**src/rtl/uart_tx_arbiter.sv**
```systemverilog
// Round-robin arbiter sharing one UART transmitter between NREQ byte sources.
// Sequences one frame per grant and recovers when tx_busy never rises.
module uart_tx_arbiter #(
    parameter int NREQ         = 4,
    parameter int GNT_W        = 2,
    parameter int BUSY_TIMEOUT = 16
) (
    input  logic              clk,
    input  logic              reset,
    input  logic [NREQ-1:0]   req_valid,
    input  logic [8*NREQ-1:0] req_data,
    output logic [NREQ-1:0]   req_ready,
    output logic              tx_start,
    output logic [7:0]        tx_data,
    input  logic              tx_busy,
    output logic [GNT_W-1:0]  grant_id,
    output logic              arb_busy,
    output logic              frame_done,
    output logic              timeout_err
);

    localparam int CNT_W = $clog2(BUSY_TIMEOUT);

    typedef enum logic [1:0] {
        IDLE,
        GRANT,
        WAIT_BUSY,
        WAIT_DONE
    } state_t;

    state_t           state;
    state_t           state_next;
    logic [CNT_W-1:0] wait_cnt;
    logic [GNT_W-1:0] rr_ptr;
    logic [GNT_W-1:0] winner;
    logic [GNT_W-1:0] idx;
    logic             found;
    logic             busy_expired;
    int               sum;

    // First requesting index at or after rr_ptr, wrapping modulo NREQ.
    always_comb begin
        // NOTE: every variable gets a default before any branch, so no latch is inferred.
        found  = 1'b0;
        winner = '0;
        idx    = '0;
        sum    = 0;
        for (int i = 0; i < NREQ; i++) begin
            sum = int'(rr_ptr) + i;
            if (sum >= NREQ) sum = sum - NREQ;
            idx = GNT_W'(sum);
            if (!found && req_valid[idx]) begin
                found  = 1'b1;
                winner = idx;
            end
        end
    end

    assign busy_expired = (wait_cnt == CNT_W'(BUSY_TIMEOUT - 1));

    always_ff @(posedge clk) begin
        // NOTE: sequential state uses non-blocking assignments so every flop samples pre-edge values.
        if (reset) state <= IDLE;
        else       state <= state_next;
    end

    always_comb begin
        state_next = state;
        unique case (state)
            IDLE:      if (!tx_busy && found) state_next = GRANT;
            GRANT:     state_next = WAIT_BUSY;
            WAIT_BUSY: begin
                if (tx_busy)           state_next = WAIT_DONE;
                else if (busy_expired) state_next = IDLE;
            end
            WAIT_DONE: if (!tx_busy) state_next = IDLE;
            default:   state_next = IDLE;
        endcase
    end

    // Grant datapath: byte, id and pointer are captured only in the IDLE decision cycle.
    always_ff @(posedge clk) begin
        if (reset) begin
            rr_ptr   <= '0;
            wait_cnt <= '0;
            tx_data  <= 8'h00;
            grant_id <= '0;
            arb_busy <= 1'b0;
        end else begin
            arb_busy <= (state_next != IDLE);
            if (state == IDLE && state_next == GRANT) begin
                tx_data  <= req_data[{winner, 3'b000} +: 8];
                grant_id <= winner;
                rr_ptr   <= (winner == GNT_W'(NREQ - 1)) ? '0 : winner + 1'b1;
            end
            if (state == GRANT)          wait_cnt <= '0;
            else if (state == WAIT_BUSY) wait_cnt <= wait_cnt + 1'b1;
        end
    end

    // Pulses are suppressed while reset is asserted so an abandoned frame reports nothing.
    always_comb begin
        tx_start    = 1'b0;
        req_ready   = '0;
        frame_done  = 1'b0;
        timeout_err = 1'b0;
        if (!reset) begin
            unique case (state)
                GRANT: begin
                    tx_start  = 1'b1;
                    req_ready = NREQ'(1) << grant_id;
                end
                WAIT_BUSY: timeout_err = !tx_busy && busy_expired;
                WAIT_DONE: frame_done  = !tx_busy;
                default:   ;
            endcase
        end
    end

endmodule

```
**config.mk**
```make
export PLATFORM = sky130hd
export DESIGN_NAME = uart_tx_arbiter
export DESIGN_NICKNAME = d
export VERILOG_FILES = /design/src/rtl/uart_tx_arbiter.sv
export SDC_FILE = /design/constraint.sdc
export NUM_CORES = 1
export LEC_CHECK = 0
export CAP_MARGIN = 5
export CORE_UTILIZATION = 40
export DETAILED_ROUTE_END_ITERATION = 7
export GPL_TIMING_DRIVEN = 0
export HOLD_SLACK_MARGIN = 0.12
export PLACE_DENSITY = 0.8
export SYNTH_ARGS = -nofsm -noshare
export SYNTH_HDL_FRONTEND = slang
export SYNTH_SLANG_ARGS = --single-unit
```
**constraint.sdc**
```tcl
create_clock -name clk -period 2.1 [get_ports clk]
set_clock_uncertainty 0.2 [all_clocks]
set_input_delay 0.315 -clock clk [delete_from_list [all_inputs] [get_ports clk]]
set_output_delay 0.315 -clock clk [all_outputs]
set_load 0.02 [all_outputs]
```
==> Yosys cells after proc, flatten, opt, wreduce, memory -nomap -nowiden <==
Cells that the tools add are included.
W data, S select, Z words.
{ "word_totals": {"regBits": 19, "input_bits": 39, "out_inout_bits": 18, "word_cells": 78} }
{ "classes": {"order_cmp": 8, "n_addsub": 9, "eq_ne": 6, "n_mux": 34, "shifts": 2, "n_reduce_logical": 13} }
{ "op_table": {"columns": ["operator", "count"], "rows": [
  ["$shiftx A32 B6 Y8", 1],
  ["$mux W2", 13],
  ["$mux W1", 14],
  ["$lt A2 B3 Y1 const B", 4],
  ["$ge A3 B3 Y1 const B", 3],
  ["$bmux W1 S2", 4],
  ["$mux W4", 2],
  ["$pmux W2 S4", 1],
  ["$sub A2 B1 Y2 const B", 4],
  ["$add A2 B2 Y3 const B", 2],
  ["$eq A2 B2 Y1 const B", 3],
  ["$logic_and A1 B1 Y1", 6],
  ["$add A4 B1 Y4 const B", 1],
  ["$eq A2 B1 Y1 const B", 2],
  ["$eq A4 B4 Y1 const B", 1],
  ["$logic_not A1 Y1", 4],
  ["$shl A1 B2 Y4 const A", 1],
  ["$add A2 B1 Y3 const B", 1],
  ["$ge A2 B3 Y1 const B", 1],
  ["$add A2 B1 Y2 const B", 1],
  ["$logic_not A2 Y1", 1],
  ["$reduce_bool A2 Y1", 1],
  ["$reduce_or A2 Y1", 1]
]} }

==> Depth between registers and ports, before layout <==
Gate-level depths: netlist (run 1).
{ "logic_depth": {"depth_word": 19, "ltp_mapped": 7, "mapped_depth_nobuf": 5} }

==> Worst setup path before layout (run 1) <==
Ideal clock, no wire load.
{ "synth_timing": {"path_kind": "register to output", "start": "register state[1]", "end": "output port req_ready[2]", "required_ps": 1585, "path_stages_with_launch": 3, "path_slack_ps": 255, "path_buffers": 1, "t_arrival_ps": 1330, "path_cell_list": "dfxtp_1 > clkbuf_1 > nor4b_1"} }
{ "synth_between": {"elab_chain_cells": 3} }
{ "synth_lines": {"columns": ["item", "line", "text"], "rows": [
  ["from (decl)", "31", "state_t state;"],
  ["from (signal assigned)", "64", "else state <= state_next;"],
  ["$eq A2 B1 Y1", "108", "unique case (state)"],
  ["$mux W4", "108", null],
  ["$mux W4", "107", "if (!reset) begin"],
  ["to (decl)", "12", "output logic [NREQ-1:0] req_ready,"]
]} }
Every way passes these cells.

==> Worst setup path in the final report (run 1) <==
{ "layout_timing": {"start": "register state[1]", "end": "output port req_ready[3]"} }
Same word-level chain as after synthesis.

==> impl_summary.md, run 1 <==
Power and ir drop
Internal power comes to 0.0006812 W. The power density over the cells is 560.9 nW/um^2. The worst voltage drop across the vdd grid is 0.0003522 V. Of the total power, the share spent switching nets is 0.3255. Of the total power, combinational logic draws 0.389. The sequential power share is 0.422. Of the total power, the clock network draws 0.188. The static leakage power is 0.6791 nW.

The power dissipated by switching net loads is 0.0003287 W. The total power draw is 0.001010 W.

STA
The maximum clock frequency is 497.4 MHz. The final-report max-slew violation count is 0. Setup violations remaining at the end of the flow were counted as 0. At the pin with the least slew margin, the transition time is 0.5794 ns. The worst slew margin relative to its limit is 0.6105. Setup repair after global routing could not meet its margin everywhere.

The final period demand of the worst path is 2.010 ns. Final hold analysis gives a worst-case slack of 0.3217 ns. The final hold violation count is 0. Dividing the final minimum period by the clock period gives 0.9574.

Die
57 I/O pins were placed. The core region area is 2734 sq um. The die is 55.71 um tall. The floorplan has 19 rows.

The floorplan step defined a die boundary enclosing 3103 sq um. The initial utilization of the core area, before any placement, comes to 0.4220. The horizontal die dimension is 55.71 um.

Synth
The most common flop cell mapped by yosys is sky130_fd_sc_hd__dfxtp_1. Synthesis inferred 19 register bits. The post-synthesis simple-gate area fraction is 0.2278. The share of synthesized flip-flops with an asynchronous set or reset is 0. Of the total synthesized cell area, the portion taken by XOR and XNOR cells is 0.01518. The area share of the leading cell type in the synthesized netlist is 0.3297. The count of different cell masters after synthesis is 35.

The leading cell type by number of instances after synthesis is sky130_fd_sc_hd__dfxtp_1. The cell type contributing the most total cell area after synthesis is sky130_fd_sc_hd__dfxtp_1. The number of warnings reported in the yosys synthesis log is 0.

In the synthesized netlist, the number of instances is 126. Counting flops with a built-in enable in the synthesized netlist gives 0. By count the netlist is led by 19 x sky130_fd_sc_hd__dfxtp_1, 18 x sky130_fd_sc_hd__mux2i_1, 11 x sky130_fd_sc_hd__a21oi_1, 10 x sky130_fd_sc_hd__nor2_1, 9 x sky130_fd_sc_hd__nand2_1. The complex-gate fraction of the synthesized area came to 0.1909.

The post-synthesis average cell area is 9.156 sq um. The synthesized netlist occupies a cell area of 1154 sq um. The adder-cell area share of the yosys netlist is 0.01085. After synthesis, the largest family of logic cells by area is simple AND/OR/NAND/NOR gates. Ranked by total cell area, the synthesized netlist is headed by sky130_fd_sc_hd__dfxtp_1 33%, sky130_fd_sc_hd__mux2i_1 16%, sky130_fd_sc_hd__o221ai_1 5.3%. The post-synthesis sequential area ratio is 0.3297.

The post-synthesis net count is 166. The portion of synthesized area spent on multiplexers is 0.1562.

Setup path
STA classifies the critical path endpoint as an output pin. The total buffers and inverters traversed by the critical path is 2. The element type at the critical path start is a flop. The maximum fanout along the worst path is 10. The critical path's slowest cell is sky130_fd_sc_hd__dfxtp_2. Setup slack on the worst reg-to-reg path comes out at 0.21 ns. For the worst setup path, the data required time is 1.58 ns. The critical path is of the reg -> out type. Data on the critical path arrives at its endpoint at 1.50 ns.

Among cell families on the critical path, the largest total delay comes from buffers and inverters. The longest individual stage delay on the worst path is 0.37 ns. Walking the worst path, the cells encountered are clkbuf_4 -> nor2_1 -> and3_1 -> clkdlybuf4s15_1.

CTS
The maximum count of clock buffers along a single path is 2. The clock network latency to the later pin of the worst-skew pair is 0.30 ns. Clock tree synthesis found a total of 19 sinks.

The post-cts hold buffer count is 0. TritonCTS created 3 clock buffers. CTS built an H-tree with a depth of 1. Clock tree synthesis selected as its root buffer the cell sky130_fd_sc_hd__clkbuf_4.

The TritonCTS clock tree is yes. The post-CTS clock slew at the launch and capture registers of the worst setup and hold paths is 0.12 ns.

Final layout
The ratio of cells with drive above 1 in the final layout is 0.1398. The area of the multi-input gates is 718.2 sq um. The post-route standard cell area excluding fillers is 1800 sq um. The filler cell count in the final layout is 225. Summing all flip-flop and latch instances after layout gives 384.1 sq um. The net total in the final layout is 227. 0 antenna diodes ended up in the layout. The area overhead of the layout relative to synthesis is 56.07%.

Detailed routing
After detailed routing, the number of remaining DRC violations is 0. The average wire per standard cell is 14.20 um. The violation count after the first detailed-route iteration is 46. In this run the remaining antenna-violating nets after routing total 0. After detailed routing, the total wire length is 3.082 mm.

The total via count in the routed design is 1175. The via density per instance is 5.415. For this run, the detailed router's first-pass iteration total came to 4.

Global routing
The remaining global-route overflow is 0. The first global-routing pass estimated 4.892 mm of wire. Across every metal layer, demand over resource in global routing totals 0.1990. Entering global routing, the biggest net connects 12 pins. The number of antenna violations at the first check in global routing is 0. The via count of the first global-routing pass came to 1118.

Place
During placement, the flow inserted port buffers numbering 56. The congestion estimate from routability-driven global placement came to 0.7309. The placed wire-length estimate after detailed placement is 2.438 mm. The post-placement cell area is 1753 sq um.

Flow run
The number of max-capacitance violations reported is 0.

Outcome
The flow ran to the end, and the final reports show no timing, DRC or antenna violations.

Min path
The path class of the tightest hold or removal check is reg -> reg.
-- stage by stage --
stage	worst slack (ns)	TNS, ns	std cells	util
after detailed placement	-0.4130	-5.130	213	0.6412
final	0.08955	0	217	0.6586
after floorplan	0.2549	0	126	-
after global routing	-0.02774	-0.07537	217	0.6586
after global placement	-0.3779	-4.234	213	0.6412
after CTS	0.008363	0	217	0.6540
-- worst register-to-register path, stage by stage (launching register included) --
cell,delay (ns)
sky130_fd_sc_hd__dfxtp_1,0.33
sky130_fd_sc_hd__buf_6,0.14
sky130_fd_sc_hd__or4_4,0.55
sky130_fd_sc_hd__clkbuf_1,0.25
sky130_fd_sc_hd__nand3b_1,0.15
sky130_fd_sc_hd__o221ai_1,0.13
-- layout by cell type (no fill, tap or decap), drive strengths merged, types with 2 or more instances in the layout --
master,n
a211oi,2
a21oi,11
a22oi,2
buf,5
clkbuf,8
clkdlybuf4s15,2
clkdlybuf4s50,48
dfxtp,19
dlygate4sd2,4
inv,4
mux2i,18
nand2,10
nand2b,6
nand3b,8
nor2,11
nor4,3
o221ai,8
xnor2,2
-- power by group through the flow --
| stage | combinational (W) | clock [W] | sequential [W] |
|---|---|---|---|
| after floorplan | 0.000196 | 0 | 0.000459 |
| after global placement | 0.000382 | 0 | 0.000431 |
| after detailed placement | 0.000391 | 0 | 0.000433 |
| after CTS | 0.000394 | 0.000199 | 0.000425 |
| after global routing | 0.000422 | 0.000216 | 0.000430 |
| final | 0.000393 | 0.000190 | 0.000426 |
-- flip-flops by register name, summed over array words and instances (netlist names) --
register,cells
rr_ptr,2
wait_cnt,4
state,2
grant_id,2
tx_data,8
arb_busy,1
-- metal layers --
layer	vias to the layer above	track usage	wire length (um)
met2	55	0.3735	1590
met3	4	0.03488	228
met4	0	0.07500	31
met1	528	0.2211	1233
met5	-	0	0
li1	588	-	-
-- path summary, 6_finish.rpt --
kind                                 from  cells past startpoint            to
worst max-delay path             state[1]                      4  req_ready[3]
worst min-delay path            rr_ptr[0]                      2     rr_ptr[0]
worst max register to register   state[0]                      5    tx_data[2]
worst min register to register  rr_ptr[0]                      2     rr_ptr[0]
-- area by class of cell --
type	instances	share of cell area
clock inverters	1	0.002780
well taps	31	0.02154
flip-flops and latches	19	0.2133
repair buffers	56	0.3037
clock buffers	3	0.01251
inverters	4	0.008339
multi-input cells	95	0.3989
plain buffers	8	0.03892
-- cell families (layout without fill, tap and decap cells) --
group,Yosys count,after routing
multiplexers,18,18
AND/OR/NAND/NOR,46,46
flip-flops,19,19
AO/OA/AOI/OAI,28,28
XOR/XNOR,2,2
adder cells (fa/ha/maj),1,1
buffers and inverters,12,72
-- repair_timing --
| action | in CTS | in global routing |
|---|---|---|
| cloned | 0 | 0 |
| hold endpoints to repair | 0 | 0 |
| resized for setup | 19 | 9 |
| setup buffers | 0 | 0 |
| setup endpoints to repair | 7 | 18 |
No activity file was read; power rests on OpenSTA's default activity.
==> run 2: changes to the inputs <==
--- a/config.mk
+++ b/config.mk
@@ -11,6 +11,8 @@
 export GPL_TIMING_DRIVEN = 0
 export HOLD_SLACK_MARGIN = 0.12
 export PLACE_DENSITY = 0.8
+export RECOVER_POWER = 100
+export SKIP_LAST_GASP = 1
 export SYNTH_ARGS = -nofsm -noshare
 export SYNTH_HDL_FRONTEND = slang
 export SYNTH_SLANG_ARGS = --single-unit
==> impl_summary.md, run 2 (synthesis gave the netlist of run 1 again) <==
Outcome
The run finished, with violations left. The checks that failed: negative setup slack.

Setup path
The worst register-to-register path ends at tx_data[2]. The maximum fanout along the worst path is 10 (unchanged). The critical path data arrival time is 2.11 ns (+0.61 ns).

The type of the worst setup path is in -> reg. The beginning of the critical path is req_valid[0]. STA classifies the critical path startpoint as an input port. The slack of the worst reg-to-reg path is 0.10 ns (-0.11 ns). Following the worst setup path forward leads to its endpoint at tx_data[2]. The required time reported for the critical path endpoint is 2.06 ns (+0.48 ns).

The count of cells along the worst register-to-register path was 7 (+2). The worst setup path is captured at a flop. The startpoint identified for the worst register-to-register timing path is rr_ptr[1].

CTS
The number of buffers added by the clock tree synthesis step is 3 (unchanged). The post-CTS clock slew at the launch and capture registers of the worst setup and hold paths came to 0.12 ns (about the same). The post-cts hold buffer count is 0 (unchanged). The number of levels in the clock H-tree is 1 (unchanged). The number of setup buffers added after CTS was 0 (unchanged). CTS placed an instance of sky130_fd_sc_hd__clkbuf_4 at the clock tree root. The TritonCTS sink count is 19 (unchanged). The maximum count of clock buffers along a single path is 2 (unchanged). The clock network latency to the later pin of the worst-skew pair is 0.30 ns (about the same). The TritonCTS clock tree is yes.

Place
The global placement routability congestion is 0.7309 (unchanged). The placed wire-length estimate after detailed placement is 2.438 mm (unchanged). The port buffer count is 56 (unchanged). The total instance count after detailed placement is 213 (unchanged).

Power and ir drop
The static leakage power is 0.7041 nW (+3.7%). The fraction of power consumed by combinational cells came to 0.380 (-0.009). The sequential power share is 0.429 (+0.007). The switching power share of the total was 0.3282 (+0.002720). The power density over the cells is 553.7 nW/um^2 (-1.3%). The total power draw is 0.0009894 W (-2.0%). The relative contribution of the clock network to total power was 0.191 (+0.003).

The design internal power is 0.0006646 W (-2.4%). The power dissipated by switching net loads is 0.0003247 W (-1.2%). The worst voltage drop across the vdd grid is 0.0003447 V (-2.1%).

Die
The core region area was 2734 sq um (unchanged). The number of ports placed on the die boundary is 57 (unchanged). The horizontal die dimension is 55.71 um (unchanged).

The die footprint is 3103 sq um (unchanged). The number of rows created at floorplan is 19 (unchanged). The starting utilization of the core area came to 0.4220 (unchanged). The die height is 55.71 um (unchanged).

Min path
The hold path depth was 2 (unchanged). The worst min-delay path category is reg -> reg.

Detailed routing
The met3 wirelength from detailed routing is 202 um (-11%). The violation count after the first detailed-route iteration came to 34 (-26%). The total via count in the routed design is 1167 (-0.68%).

The top metal layer carrying routed signals is met4. The routed wire length on met2 was 1.554 mm (-2.3%). The via density per instance came to 5.378 (-0.68%). The remaining design rule violation count is 0 (unchanged). The sum of routed wire segments on met1 is 1.240 mm (+0.57%).

The first-pass iteration count of the detailed router is 4 (unchanged). The residual antenna-violating net count after detailed routing is 0 (unchanged). The routed wire length came to 3.028 mm (-1.8%).

The average wire per standard cell is 13.95 um (-1.8%).

Flow run
The number of max-capacitance violations reported is 0 (unchanged).

STA
The ratio of final minimum period to clock period is 1.022 (+0.06476). The slew at the pin closest to its max-slew limit is 0.5819 ns (+0.002580 ns). The final hold violation count is 0 (unchanged). Setup repair after global routing could not meet its margin everywhere. The final worst-path setup slack was -0.04644 ns (-0.1360 ns). The worst slew margin relative to its limit is 0.6088 (-0.001735). The final period demand of the worst path is 2.146 ns (+0.1360 ns). The maximum clock frequency came to 465.9 MHz (-6.3%). The total setup violations reported at the end of the flow is 4 (+4). The final-report max-slew violation count is 0 (unchanged).

Global routing
The remaining global-route overflow is 0 (unchanged). The pin count of the biggest net entering global routing is 12 (unchanged). The number of antenna violations at the first check in global routing was 0 (unchanged). The wire length of the first global-routing pass is 4.892 mm (unchanged). The total routing resource utilization after global routing is 0.1990 (unchanged). The via count of the first global-routing pass was 1118 (unchanged).

Final layout
The sequential cell area in the final layout is 381.6 sq um (-0.65%). The net total in the final layout came to 227 (unchanged). Leaving out fill and tap cells, the most frequent cell in the layout is sky130_fd_sc_hd__clkdlybuf4s50_1. The ratio of cells with drive above 1 in the final layout came to 0.1183 (-0.02151).

The count of antenna diodes in the layout came to 0 (unchanged). The filler cell count in the final layout came to 228 (+1.3%). The largest registers in the layout are tx_data: 8 flops, wait_cnt: 4 flops.

The area of the multi-input gates was 713.2 sq um (-0.70%). The flip-flop count of the largest register, all copies and words added is 8 (unchanged). The count of placed standard cells in the final layout, fillers left out came to 217 (unchanged). The top cell types in the final layout, fill and taps aside, are 36 x sky130_fd_sc_hd__clkdlybuf4s50_1, 18 x sky130_fd_sc_hd__mux2i_1, 18 x sky130_fd_sc_hd__dfxtp_1. The area growth from synthesis to layout is 54.88%.

More flip-flops sit in one register than any other, and that register is tx_data.
==> run 2: cell count changes in the layout (fill, tap and decap cells not counted), moves of 2 or more <==
cell | before | now
sky130_fd_sc_hd__clkdlybuf4s50_1 | 48 | 36
sky130_fd_sc_hd__dfxtp_1 | 16 | 18
sky130_fd_sc_hd__dlygate4sd3_1 | 0 | 12
sky130_fd_sc_hd__dfxtp_2 | 3 | 1
==> run 2: cell type report <==
| class | instances | area share |
|---|---|---|
| plain buffers | 8 | 0.03291 |
| clock buffers | 3 | 0.01261 |
| clock inverters | 1 | 0.002801 |
| inverters | 4 | 0.008403 |
| multi-input cells | 95 | 0.3992 |
| flip-flops and latches | 19 | 0.2136 |
| well taps | 31 | 0.02171 |
| repair buffers | 56 | 0.3088 |
==> run 2: power groups by stage <==
stage / sequential [W] / clock (W) / combinational [W]
6_report: 0.000425 / 0.000189 / 0.000376
2_1_floorplan: 0.000459 / 0 / 0.000196
3_3_place_gp: 0.000431 / 0 / 0.000382
5_1_grt: 0.000429 / 0.000216 / 0.000404
3_5_place_dp: 0.000433 / 0 / 0.000391
4_1_cts: 0.000425 / 0.000199 / 0.000394
==> run 2: through the flow <==
stage / util / setup slack, ns / TNS, ns / cell area, sq um / hold slack (ns)
5_1_grt: 0.6535 / -0.1592 / -1.144 / 1787 / 0.3432
2_1_floorplan: - / 0.2549 / 0 / 1154 / 0.2857
3_5_place_dp: 0.6412 / -0.4130 / -5.130 / 1753 / 0.2907
6_report: 0.6535 / -0.04644 / -0.1135 / 1787 / 0.3163
3_3_place_gp: 0.6412 / -0.3779 / -4.234 / 1753 / 0.2843
4_1_cts: 0.6531 / -0.04906 / -0.04906 / 1785 / 0.3217
==> run 2: how the worst min path moves through the flow <==
stage	from	to	slack, ns
after floorplan	rr_ptr[0]	rr_ptr[0]	0.29
after global placement	tx_data[3]	tx_data[3]	0.28
after detailed placement	tx_data[3]	tx_data[3]	0.29
after CTS	rr_ptr[0]	rr_ptr[0]	0.32
after global routing	grant_id[0]	grant_id[0]	0.34
final	tx_data[3]	tx_data[3]	0.32
==> run 2: worst max-delay path: stages <==
cell                              delay, ns
sky130_fd_sc_hd__clkdlybuf4s50_1       0.47
sky130_fd_sc_hd__a21oi_1               0.17
sky130_fd_sc_hd__o21ai_1               0.07
sky130_fd_sc_hd__a21oi_1               0.17
sky130_fd_sc_hd__clkbuf_2              0.32
sky130_fd_sc_hd__buf_6                 0.22
sky130_fd_sc_hd__mux2i_1               0.21
sky130_fd_sc_hd__o221ai_1              0.15
==> run 2: per-layer routing <==
layer / track usage / vias to the layer above
li1: - / 590
met1: 0.2211 / 526
met2: 0.3735 / 47
met3: 0.03488 / 4
met4: 0.07500 / 0
met5: 0 / -
==> run 2: what timing repair did <==
item / 4_1_cts / 5_1_grt
setup endpoints to repair: 7 / 18
resized for setup: 16 / 6
cloned: 0 / 0
pin swaps: 0 / 0
